`config.mk`:
```
export PLATFORM = sky130hd
export DESIGN_NAME = fclk_div
export DESIGN_NICKNAME = d
export VERILOG_FILES = /design/src/rtl/fclk_div.sv
export SDC_FILE = /design/constraint.sdc
export NUM_CORES = 1
export LEC_CHECK = 0
export CORE_MARGIN = 5
export CORE_UTILIZATION = 40
export DETAILED_ROUTE_END_ITERATION = 6
export GPL_ROUTABILITY_DRIVEN = 1
export RECOVER_POWER = 100
export SYNTH_ARGS = -nofsm -noshare
export SYNTH_HDL_FRONTEND = slang
export SYNTH_SLANG_ARGS = --single-unit
```
`constraint.sdc`:
```
create_clock -name CLK -period 5.9 [get_ports CLK]
set_clock_uncertainty 0.05 [all_clocks]
set_input_delay 1.475 -clock CLK [delete_from_list [all_inputs] [get_ports CLK]]
set_output_delay 1.475 -clock CLK [all_outputs]
set_load 0.01 [all_outputs]
```
`src/rtl/fclk_div.sv`:
```
// fclk_div: programmable clock divider with clean start/stop and live ratio change.
// Define FCLK_DIV_SAFE_SWITCH_EN to defer ratio changes to the end of a period.
`timescale 1ns/1ps
module fclk_div #(
    parameter int unsigned          DIV_WIDTH = 4,
    parameter logic [DIV_WIDTH-1:0] INIT_DIV  = '0
) (
    input  logic                 CLK,
    input  logic                 RST,
    input  logic                 EN,
    input  logic [DIV_WIDTH-1:0] DIV,
    input  logic                 LOAD,
    output logic                 O,
    output logic                 ACTIVE,
    output logic                 BUSY,
    output logic                 ACK
);

    localparam int unsigned NW = DIV_WIDTH + 1;

    typedef enum logic [1:0] {
        ST_IDLE,
        ST_RUN,
        ST_DRAIN
    } state_t;

    state_t                 state_q, state_d;
    logic [DIV_WIDTH-1:0]   cnt_q, cnt_d;
    logic                   o_q, o_d;
    logic                   active_q, active_d;
    logic                   busy_q, busy_d;
    logic                   ack_q, ack_d;
    logic [DIV_WIDTH-1:0]   cur_q, cur_d;
    logic [DIV_WIDTH-1:0]   pend_q, pend_d;

    logic [NW-1:0]          n_cur;
    logic [NW-1:0]          nm1_cur;
    logic [NW-1:0]          h_cur;
    logic                   wrap;
    logic [DIV_WIDTH-1:0]   cnt_inc;
    logic                   hi_next;
    logic                   apply_ok;
    logic                   apply;

    // Period length, high-phase length and counter step for the current ratio.
    always_comb begin
        n_cur = {1'b0, cur_q} + NW'(1);
        if (cur_q <= DIV_WIDTH'(1)) begin
            n_cur = NW'(2);
        end
        nm1_cur = n_cur - NW'(1);
        h_cur   = (n_cur + NW'(1)) >> 1;
        wrap    = ({1'b0, cnt_q} == nm1_cur);
        cnt_inc = wrap ? '0 : cnt_q + DIV_WIDTH'(1);
        hi_next = ({1'b0, cnt_inc} < h_cur);
    end

    // Decide when a pending ratio may become current.
    always_comb begin
`ifdef FCLK_DIV_SAFE_SWITCH_EN
        apply_ok = (state_q == ST_IDLE) || wrap;
`else
        apply_ok = 1'b1;
`endif
        // A fresh LOAD defers the switch so only the last code is applied.
        apply = busy_q && !LOAD && apply_ok;
    end

    // Next-state logic for run control, output phase and ratio bookkeeping.
    always_comb begin
        state_d = state_q;
        cnt_d   = cnt_q;
        o_d     = o_q;
        cur_d   = cur_q;
        pend_d  = pend_q;
        busy_d  = busy_q;
        ack_d   = 1'b0;

        case (state_q)
            ST_IDLE: begin
                cnt_d = '0;
                o_d   = 1'b0;
                if (EN) begin
                    state_d = ST_RUN;
                    o_d     = 1'b1;
                end
            end
            ST_RUN: begin
                cnt_d = cnt_inc;
                o_d   = hi_next;
                if (!EN) begin
                    state_d = ST_DRAIN;
                end
            end
            ST_DRAIN: begin
                if (EN) begin
                    state_d = ST_RUN;
                    cnt_d   = cnt_inc;
                    o_d     = hi_next;
                end else if (wrap) begin
                    state_d = ST_IDLE;
                    cnt_d   = '0;
                    o_d     = 1'b0;
                end else begin
                    cnt_d = cnt_inc;
                    o_d   = hi_next;
                end
            end
            default: begin
                state_d = ST_IDLE;
                cnt_d   = '0;
                o_d     = 1'b0;
            end
        endcase

        if (apply) begin
            cur_d  = pend_q;
            busy_d = 1'b0;
            ack_d  = 1'b1;
            // A running output restarts its period at the new ratio.
            if (state_q != ST_IDLE) begin
                cnt_d = '0;
                o_d   = (state_d != ST_IDLE);
            end
        end

        if (LOAD) begin
            pend_d = DIV;
            busy_d = 1'b1;
        end

        active_d = (state_d != ST_IDLE);
    end

    // All state and registered outputs; reset wins over every other input.
    always_ff @(posedge CLK) begin
        if (RST) begin
            state_q  <= ST_IDLE;
            cnt_q    <= '0;
            o_q      <= 1'b0;
            active_q <= 1'b0;
            busy_q   <= 1'b0;
            ack_q    <= 1'b0;
            cur_q    <= INIT_DIV;
            pend_q   <= '0;
        end else begin
            state_q  <= state_d;
            cnt_q    <= cnt_d;
            o_q      <= o_d;
            active_q <= active_d;
            busy_q   <= busy_d;
            ack_q    <= ack_d;
            cur_q    <= cur_d;
            pend_q   <= pend_d;
        end
    end

    assign O      = o_q;
    assign ACTIVE = active_q;
    assign BUSY   = busy_q;
    assign ACK    = ack_q;

endmodule

```
==> metrics.csv <==
stage,metric,value,unit
global_route,grt total ovfl,0,
cts,clk buf depth,2,
pwr,NetSw,0.08318,mW
layout,Final Cell Area,1400,um^2
pwr,Seq pwr share,47.7,%
logic_synthesis,Mapped Nets,167,
sta,"Period Utilization, post-route",75.99,%
cts,clk slew on worst S/H paths,100,ps
placed_design,hpwl dp,1973,um
layout,"most common cell after layout, fill and taps aside",nor2_1,
die,I/O pin total,12,
pwr,P_leak,0.5960,nW
layout,most frequent cells in the layout,"nor2_1, dfxtp_1, ha_1",
placed_design,Placed Cells,195,
min_path,HP Class,register to register,
logic_synthesis,Synth Instances,146,
pwr,Sw Share,29.44,%
run_status,run status,"complete, no violations",
sta,hold slack,452.4,ps
sta,Peak Freq,223.1,MHz
sta,Final Max Tran Viols,0,
die,horizontal die dimension,66.32,um
logic_synthesis,Synth Flop Type,dfxtp_1,
global_route,largest net degree at the start of global routing,16,
layout,final non-filler cell total,199,
layout,area delta synth->final,10.35,%
pwr,internal power,0.1994,mW
placed_design,I/O Buffers,11,
critical_path,max incr delay on CP,490,ps
cts,CTS resizes,0,
drt,"wirelength, routed",2439,um
cts,Post-CTS Setup Repair Bufs,0,
critical_path,CP Max Fanout,8,
global_route,all-layer global routing usage,12.40,%
drt,Pre-antenna DRT Iters,4,
sta,RSZ-0062 raised after global routing,false,
cts,H-Tree Depth,1,
logic_synthesis,Post-synth ARST share,0,%
logic_synthesis,Mapped Avg Cell Area,8.690,um^2
layout,final core occ,45.86,%
cts,clk_lat worst skew,280,ps
sta,relative slew slack,66.60,%
critical_path,CP Capture Type,register,
cts,CTS Root Cell,clkbuf_4,
sta,Slew @ Worst Pin,494.7,ps
logic_synthesis,synth warn,0,
cts,CTS sink cnt,18,
global_route,vias in the first global route,1059,
drt,"antenna viol nets, final",0,
sta,worst setup margin,1417,ps
sta,setup TNS,0,ps
logic_synthesis,synthesized area,1269,um^2
global_route,initial antenna violation count,0,
placed_design,placed cell areas,1398,um^2
cts,hold buffer count at cts,0,
layout,# nets final,177,
drt,DR WL/cell,12.26,um
placed_design,Placer Congestion,0.7770,
layout,diode count,0,
drt,vias per inst,5.191,
die,die area,4398,um^2
pwr,Clock power frac,26.7,%
logic_synthesis,Netlist cell types,45,
die,Initial Util,41.56,%
sta,Final Hold Viols,0,
drt,Iter 0 DRT Violations,20,
global_route,wire length of the first global-routing pass,4347,um
die,core footprint,3053,um^2
die,# rows,20,
critical_path,Worst Setup Start Kind,register,
pwr,VDD IR max,0.1312,mV
pwr,Cell Pwr Density,201.8,nW/um^2
sta,Final min period,4483,ps
critical_path,CP Cell Sequence,"inv_1, ha_1, o21bai_1, o21ai_0, inv_1, ha_1, inv_1, o311ai_0, o22ai_1, mux2_1, nand2_1, inv_1, nor2_1, ha_1, a211o_1, a31oi_1, nor4b_1, a21o_1, o311ai_0, o211ai_2",
cts,CTS tree,built,
logic_synthesis,"Seq/Total Area, Yosys",28.40,%
pwr,Logic pwr share,25.6,%
critical_path,WP data required,6080,ps
cts,total CTS buffers,3,
pwr,Total Power,0.2825,mW
critical_path,crit path DAT,4660,ps
drt,DR vias,1033,
job,Max Cap Viol,0,
die,die extent in y,66.32,um
critical_path,CP most frequent cell,inv_1,
sta,Final setup viols,0,
logic_synthesis,Seq cells post-synth,18,
placed_design,DP Worst Slack,1828,ps
critical_path,slowest library cell on the worst path,dfxtp_1,
drt,DRC viols,0,
layout,layout cells sized above 1,6.452,%
logic_synthesis,Post-synth EDFFs,0,
critical_path,Crit Path Class,register to register,
[layer usage]
metal / vias up / part of all wire [%] / GRT usage, %
met4: 0 / 0.49 / 3.807
met1: 489 / 45 / 13.80
met3: 2 / 3.2 / 2.211
met2: 18 / 51 / 23.42
met5: - / 0 / 0
li1: 524 / - / -
[final cells by class]
class                      count  area, um^2
fill                         325        1653
multi-input combinational    110       793.3
sequential                    18       360.3
timing repair buffer          11       110.1
tap                           44       55.05
inverter                      12       45.04
clock buffer                   4       36.28
[registers in the layout, indices dropped and copies added, names as in the netlist]
register,flops
cnt_q,4
cur_q,4
pend_q,4
state_q,2
ACK,1
ACTIVE,1
BUSY,1
O,1
[worst paths after layout]
path                              start                   to  slack, ps  cells after the start
setup reg to reg  cur_q[0]$_SDFFE_PP0P_         O$_SDFF_PP0_       1420                     20
hold reg to reg     cnt_q[0]$_SDFF_PP0_  cnt_q[0]$_SDFF_PP0_        450                      1
hold / removal      cnt_q[0]$_SDFF_PP0_  cnt_q[0]$_SDFF_PP0_        450                      1
setup / recovery  cur_q[0]$_SDFFE_PP0P_         O$_SDFF_PP0_       1420                     20
[synthesized netlist by cell type (2+ instances only)]
cell type,number,area (um^2)
xnor2_1,4,35.03
mux2i_1,8,80.08
a21oi_1,5,25.02
a21o_1,2,15.01
o21ai_0,8,40.04
nor4b_1,2,17.52
ha_1,13,162.7
inv_1,12,45.04
nor3_1,4,20.02
dfxtp_1,18,360.4
clkbuf_1,2,7.510
buf_2,2,10.01
xor2_1,5,43.79
nand3_1,4,20.02
nor2_1,19,71.32
nand2_1,9,33.78
[kinds of logic (layout without fill, tap and decap cells)]
logic type                 after synthesis  after routing  synth area share [%]
adders and majority gates               13             13                 12.82
DFF                                     18             18                 28.40
buffers and inverters                   18             27                 6.410
AOI/OAI and AO/OA                       32             32                 19.63
and+or+nand+nor                         46             46                 17.75
muxes                                    9              9                 7.495
xor gates and xnor gates                10             10                 7.495
[critical path, delay by kind of cell, from the launching register on]
kind,cells,cell delay [ps]
compound gates,9,1870
buf+inv,4,360
fa+ha+maj,3,700
flops,1,490
mux,1,310
simple gates,3,650
[power groups by stage]
stage | Combinational, mW | Sequential (mW) | Clock [mW]
2_1_floorplan | 0.0542 | 0.138 | 0
5_1_grt | 0.0800 | 0.136 | 0.0851
3_5_place_dp | 0.0769 | 0.138 | 0
4_1_cts | 0.0775 | 0.135 | 0.0773
6_report | 0.0723 | 0.135 | 0.0754
3_3_place_gp | 0.0756 | 0.138 | 0
(Power assumes the default switching activity.)
